File: config.mk
export PLATFORM = sky130hd
export DESIGN_NAME = cus19_alu_sched
export DESIGN_NICKNAME = d
export VERILOG_FILES = /design/src/rtl/cus19_alu_sched.sv
export SDC_FILE = /design/constraint.sdc
export NUM_CORES = 1
export LEC_CHECK = 0
export BUFFER_PORTS_ARGS = -buffer_cell sky130_fd_sc_hd__buf_2
export CAP_MARGIN = 10
export CORE_UTILIZATION = 30
export DETAILED_ROUTE_END_ITERATION = 10
export PLACE_DENSITY = 0.56
export SETUP_SLACK_MARGIN = 0.05
export SYNTH_ARGS = -nofsm -noshare
export SYNTH_HDL_FRONTEND = slang
export SYNTH_SLANG_ARGS = --single-unit
File: constraint.sdc
create_clock -name clk_in -period 2.3 [get_ports clk_in]
set_clock_uncertainty 0.2 [all_clocks]
set_input_delay 0.115 -clock clk_in [delete_from_list [all_inputs] [get_ports clk_in]]
set_output_delay 0.115 -clock clk_in [all_outputs]
set_load 0.02 [all_outputs]
File: src/rtl/cus19_alu_sched.sv
// cus19_alu_sched: round-robin sequencer that shares one combinational
// cus19_alu between the core execute stage (requester 0) and the crypto
// accelerator (requester 1). It grants one request at a time and gives the
// ALU a single execute cycle. It registers the result and returns it over a
// per-requester valid/ready response. Illegal function codes and divide by
// zero are caught here, so the ALU never sees them.
module cus19_alu_sched #(
  parameter int Data_Width   = 8,
  parameter int Result_Width = 16,
  parameter int Cnt_Width    = 16
) (
  input  logic                    clk_in,
  input  logic                    rst_n_in,
  input  logic [1:0]              req_valid_in,
  output logic [1:0]              req_ready_out,
  input  logic [Data_Width-1:0]   req0_op1_in,
  input  logic [Data_Width-1:0]   req0_op2_in,
  input  logic [3:0]              req0_funct_in,
  input  logic [Data_Width-1:0]   req1_op1_in,
  input  logic [Data_Width-1:0]   req1_op2_in,
  input  logic [3:0]              req1_funct_in,
  output logic [1:0]              rsp_valid_out,
  input  logic [1:0]              rsp_ready_in,
  output logic [Result_Width-1:0] rsp_result_out,
  output logic                    rsp_err_out,
  output logic [Data_Width-1:0]   alu_op1_out,
  output logic [Data_Width-1:0]   alu_op2_out,
  output logic [3:0]              alu_funct_out,
  output logic                    alu_en_out,
  input  logic [Result_Width-1:0] alu_result_in,
  output logic                    busy_out,
  output logic [Cnt_Width-1:0]    op_count_out
);

  // ALU function encoding: codes 0..9 are implemented, DIV is code 3.
  localparam logic [3:0] FUNCT_DIV        = 4'b0011;
  localparam logic [3:0] FUNCT_LAST_LEGAL = 4'b1001;

  typedef enum logic [1:0] {
    IDLE = 2'd0,
    EXEC = 2'd1,
    RESP = 2'd2
  } state_t;

  state_t                  state_reg;
  logic                    last_grant_reg;
  logic                    id_reg;
  logic [Data_Width-1:0]   op1_reg;
  logic [Data_Width-1:0]   op2_reg;
  logic [3:0]              funct_reg;
  logic                    alu_en_reg;
  logic [Result_Width-1:0] result_reg;
  logic                    err_reg;
  logic [1:0]              rsp_valid_reg;
  logic                    busy_reg;
  logic [Cnt_Width-1:0]    op_count_reg;

  logic [1:0]              grant_next;
  logic                    win_id_next;
  logic [Data_Width-1:0]   win_op1_next;
  logic [Data_Width-1:0]   win_op2_next;
  logic [3:0]              win_funct_next;
  logic                    handshake;
  logic                    rsp_fire;

  // An operation is legal when its code is implemented and it is not a divide by zero.
  function automatic logic op_legal(input logic [3:0] funct, input logic [Data_Width-1:0] op2);
    return (funct <= FUNCT_LAST_LEGAL) && !((funct == FUNCT_DIV) && (op2 == '0));
  endfunction

  // Grant is only offered in IDLE. When both requesters contend, the one that
  // did not win last time gets the grant.
  always_comb begin
    grant_next = 2'b00;
    if (state_reg == IDLE) begin
      case (req_valid_in)
        2'b01:   grant_next = 2'b01;
        2'b10:   grant_next = 2'b10;
        2'b11:   grant_next = last_grant_reg ? 2'b01 : 2'b10;
        default: grant_next = 2'b00;
      endcase
    end
  end

  assign win_id_next    = grant_next[1];
  assign win_op1_next   = win_id_next ? req1_op1_in   : req0_op1_in;
  assign win_op2_next   = win_id_next ? req1_op2_in   : req0_op2_in;
  assign win_funct_next = win_id_next ? req1_funct_in : req0_funct_in;
  assign handshake      = |grant_next;
  assign rsp_fire       = (state_reg == RESP) && rsp_ready_in[id_reg];

  // Per-requester handshake signals. Ready is also held low while reset is
  // asserted, so that all outputs read zero during reset.
  for (genvar gi = 0; gi < 2; gi++) begin : g_req
    assign req_ready_out[gi] = grant_next[gi] & req_valid_in[gi] & rst_n_in;
    assign rsp_valid_out[gi] = rsp_valid_reg[gi];
  end

  assign alu_op1_out    = op1_reg;
  assign alu_op2_out    = op2_reg;
  assign alu_funct_out  = funct_reg;
  assign alu_en_out     = alu_en_reg;
  assign rsp_result_out = result_reg;
  assign rsp_err_out    = err_reg;
  assign busy_out       = busy_reg;
  assign op_count_out   = op_count_reg;

  // Main sequencer: accept in IDLE, run the ALU for one cycle in EXEC, then
  // hold the response in RESP until its owner takes it.
  always_ff @(posedge clk_in or negedge rst_n_in) begin
    if (!rst_n_in) begin
      state_reg      <= IDLE;
      last_grant_reg <= 1'b1;
      id_reg         <= 1'b0;
      op1_reg        <= '0;
      op2_reg        <= '0;
      funct_reg      <= '0;
      alu_en_reg     <= 1'b0;
      result_reg     <= '0;
      err_reg        <= 1'b0;
      rsp_valid_reg  <= 2'b00;
      busy_reg       <= 1'b0;
      op_count_reg   <= '0;
    end else begin
      case (state_reg)
        IDLE: begin
          if (handshake) begin
            op1_reg        <= win_op1_next;
            op2_reg        <= win_op2_next;
            funct_reg      <= win_funct_next;
            id_reg         <= win_id_next;
            last_grant_reg <= win_id_next;
            // The enable is decided here, so it is high for exactly the EXEC cycle.
            alu_en_reg     <= op_legal(win_funct_next, win_op2_next);
            busy_reg       <= 1'b1;
            state_reg      <= EXEC;
          end
        end
        EXEC: begin
          alu_en_reg <= 1'b0;
          if (op_legal(funct_reg, op2_reg)) begin
            result_reg <= alu_result_in;
            err_reg    <= 1'b0;
          end else begin
            result_reg <= {Result_Width{1'b1}};
            err_reg    <= 1'b1;
          end
          rsp_valid_reg <= id_reg ? 2'b10 : 2'b01;
          state_reg     <= RESP;
        end
        RESP: begin
          // Only the owner's ready completes the response; the other bit is ignored.
          if (rsp_fire) begin
            rsp_valid_reg <= 2'b00;
            op_count_reg  <= op_count_reg + Cnt_Width'(1);
            busy_reg      <= 1'b0;
            state_reg     <= IDLE;
          end
        end
        default: begin
          alu_en_reg    <= 1'b0;
          rsp_valid_reg <= 2'b00;
          busy_reg      <= 1'b0;
          state_reg     <= IDLE;
        end
      endcase
    end
  end

endmodule

# Yosys cells after proc, flatten, opt, wreduce, memory -nomap -nowiden
# Cells that the tools add are included.
# totals
register_bits	61
input_bits	62
output_inout_bits	59
wordCells	69
# classes
add_sub_neg	1
n_lt_le_gt_ge	3
n_eq_ne	9
mux	20
bitwise_logic	7
reduce_logical	17
# ops
cell	n
2-bit one-hot mux with 3 select lines	3
16-bit by 1-bit adder with 16-bit output (second input constant)	1
8-bit zero test	2
16-bit 2-to-1 mux	1
8-bit 2-to-1 mux	2
2-bit 2-to-1 mux	5
2-bit AND reduction	5
4-bit by 2-bit == test with 1-bit output (second input constant)	2
4-bit less-or-equal comparator (second input constant)	2
2-bit == test (second input constant)	3
1-bit 2-to-1 mux	6
1-bit logical AND	5
1-bit bitwise AND	4
2-bit by 1-bit == test with 1-bit output (second input constant)	2
4-bit 2-to-1 mux	1
2-bit inequality test (second input constant)	2
1-bit NOT	3
1-bit one-hot mux with 3 select lines	1
3-bit AND reduction	1
1-bit zero test	2
2-bit zero test	1
1-bit by 2-bit less-than comparator with 1-bit output (second input constant)	1
1-bit one-hot mux with 2 select lines	1
2-bit OR reduction	1

# Longest topological paths before layout
# depth
ltp_word	10
depth_mapped	7
ltp_nobuf	5

# Least setup slack after synthesis
# Ideal clock, no wire load.
# synth_timing
path_type	register to register
start	register op2_reg[3], in the netlist alu_op2_out[3]
end	register result_reg[0], in the netlist rsp_result_out[0]
setup_ns	0.069
t_arrival_ns	1.666
required_time_ns	2.031
path_slack_ns	0.365
stages_incl_launch_ff	6
n_path_buf	1
synth_period_minus_slack_ns	1.935
cell_sequence	dfrtp_1 > or4_4 > nor4_4 > o221ai_2 > buf_6 > nand3_1
# synth_between
elab_chain_len	5
# synth_lines
element	line_no	text
start, declared	49	logic [Data_Width-1:0] op2_reg;
start signal, assigned	129	op2_reg <= win_op2_next;
8-bit zero test	68	return (funct <= FUNCT_LAST_LEGAL) && !((funct == FUNCT_DIV) && (op2 == '0));
1-bit logical AND	68	
1-bit zero test	68	
1-bit logical AND	68	
16-bit 2-to-1 mux	141	if (op_legal(funct_reg, op2_reg)) begin
end signal, assigned	142	result_reg <= alu_result_in;
end signal, assigned	145	result_reg <= {Result_Width{1'b1}};
end, declared	52	logic [Result_Width-1:0] result_reg;
# Every way passes these cells.
# A chain may end at the register's enable or synchronous reset.

# Worst setup path after layout
# layout_timing
start	register op2_reg[3], in the netlist alu_op2_out[3]
end	register result_reg[6], in the netlist rsp_result_out[6]
# The elaborated chain is that of the path after synthesis.

==> run metrics <==
top_reg_cell synth dfrtp_1; Fin Hold WS ~130 ps; Syn Area/Cell about 10 sq um; core area around 8800 sq um; clk root buf clkbuf_8; share of layout cells above drive strength 1 ~33%; final WL approximately 7900 um; largest net degree at the start of global routing 39; post-layout net count approximately 520; Synth warnings 0; routed len/inst between 10 and 15 um; clock latency on the worst-skew pair around 330 ps; dpl hpwl 5160 um; Max-Cap Viols 0; io pins 121; GRT overflow 0; CTS buffer count 9; buffers added on ports 120; Die X 98.1 um; vias per cell 4.66; Synth Cell Area roughly 2800 sq um; Worst Max-Slew Pin Slew about 900 ps; worst-case reg-to-reg path depth 4; Synth cell types 38; max-slew violation count 0; Crit. End Element flop; postcts setup bufs 0; Final Wtd Congestion ~0.75; Die Y between 90 and 100 um; Initial DRC Count 85; Pwr Density roughly 1200 nW/um^2; total number of vias approximately 2,700; Initial DRT Pass Iterations 7; CTS tree done; Final min period 2110 ps; die area between 9000 and 10,000 sq um; status complete, but fails checks; fmax approximately 470 MHz; sequential fraction of the synthesis area between 50% and 60%; violated checks design-rule violations; Clock Path Buffers 2; relative slew slack around two fifths; worst-path fanout max 17; row count 34; post-route ant nets 0; Fillers between 800 and 900; number of synthesized flops with an enable pin 0; multiplexer share of the synthesized area roughly 5.8%; leakage 2.16 nW; Simple-Gate Fraction of Synth Area 24.5%; arrival time at the worst endpoint roughly 2200 ps; initial antenna violation count 0; Crit path required time roughly 2300 ps; largest family of logic cells by synthesized area simple AND/OR/NAND/NOR gates; # DRC 7; first-pass GRT wire length 12,800 um; Yosys top cell area share approximately 54%; Gate Count Post-Synth about 280; Worst Hold Class primary input to asynchronous set/reset pin; Seq cells post-synth 61; # clock sinks 61; Synth Area in XOR/XNOR around 4.7%; Compound-Gate Fraction of Synth Area 6.77%; CP Launch Type flop; Final Cycle Share 91.6%; Setup CP Type flop to flop; Clock Pin Slew Worst Setup and Hold Paths roughly 80 ps; synthesis-to-layout area growth 54.5%; vias in the first global route ~2,600; Final TNS setup 0 ps; gr usage total between 15 and 20%; final core utilization 48.4%; final setup violating endpoints 0; Synth area leader dfrtp_1; Syn Nets around 340; Peak VDD IR 0.000402 V; RSZ-0062 raised after global routing false; commonest non-fill, non-tap cell in the layout buf_2; ys async rst share 100%; top cells by area, synth dfrtp_1, nand2_1, mux2i_1; Initial Util between 30% and 40%; most frequent cells in the layout buf_2, nand2_1, dfrtp_1, dlygate4sd3_1, nand3_1; Fin. Hold Viols 0; H-tree Lvls 3; adder-cell share of the synthesized area less than 1%; number of diodes 0
==> power breakdown <==
group	switching [mW]	internal (mW)
Combinational	1.44	0.871
Sequential	0.333	1.54
Clock	0.439	0.447
==> routing by layer <==
metal | wire length, um | global-route usage (%) | vias up
met5 | 0 | 0 | -
met4 | 98 | 7.46 | 0
met3 | 467 | 4.01 | 11
met2 | 3820 | 28.2 | 91
met1 | 3550 | 20.8 | 1244
li1 | - | - | 1329
==> synth_stat cells (4+ instances only) <==
master and number:
nor4b_1 4, xor2_1 4, xnor2_1 11, a31oi_1 8, dfrtp_1 60, inv_1 4, nand3_1 24, clkbuf_1 7
nand2_1 72, mux2i_1 15, o21ai_0 18, and3_1 5, nor2_1 8
==> metrics by stage <==
step	instance area (sq um)	cells	total power, mW	setup slack [ps]
floorplan	2770	276	3.32	365
finish	4280	574	5.07	193
detailed placement	3490	498	4.12	196
global route	4280	574	5.44	97.6
global placement	3490	498	4.08	295
CTS	4280	574	5.12	52.9
==> path summary, 6_finish.rpt <==
| kind | slack (ps) | to | startpoint |
|---|---|---|---|
| worst max-delay path | 190 | rsp_result_out[6] | alu_op2_out[3] |
| worst min-delay path | 130 | alu_op1_out[1] | rst_n_in |
| worst max register to register | 190 | rsp_result_out[6] | alu_op2_out[3] |
| worst min register to register | 270 | op_count_out[15] | op_count_out[15] |
| max in group asynchronous | 830 | last_grant_reg | rst_n_in |
| min in group clk_in | 210 | state_reg[1] | rsp_ready_in[0] |
==> kinds of logic (layout without fill, tap and decap cells) <==
kind of cell,count (synthesis),in the layout
XOR/XNOR,15,15
adder cells (fa/ha/maj),1,1
AND/OR/NAND/NOR,136,136
buffers and inverters,16,206
multiplexers,16,16
flip-flops,61,61
AO/OA/AOI/OAI,31,31
==> critical path, cell delays in order, from the launching register on <==
cell	delay, ps
dfrtp_1	410
or4_4	550
nor4_4	240
o221ai_2	400
nand3_1	210
==> layout make-up <==
class,instances,area (sq um),area share [%]
clock buffer,11,151,3.53
timing repair buffer,185,1240,28.9
tap,108,135,3.16
multi-input combinational,199,1180,27.5
inverter,5,18.8,0.438
sequential,61,1530,35.7
clock inverter,5,35.0,0.818
==> what timing repair did <==
| item | in CTS | in global routing |
|---|---|---|
| hold buffers | 60 | 0 |
| endpoints found under the setup margin | 0 | 1 |
| endpoints found under the hold margin | 62 | 0 |
| resized for setup | 0 | 2 |
No activity file was read; power rests on OpenSTA's default activity.
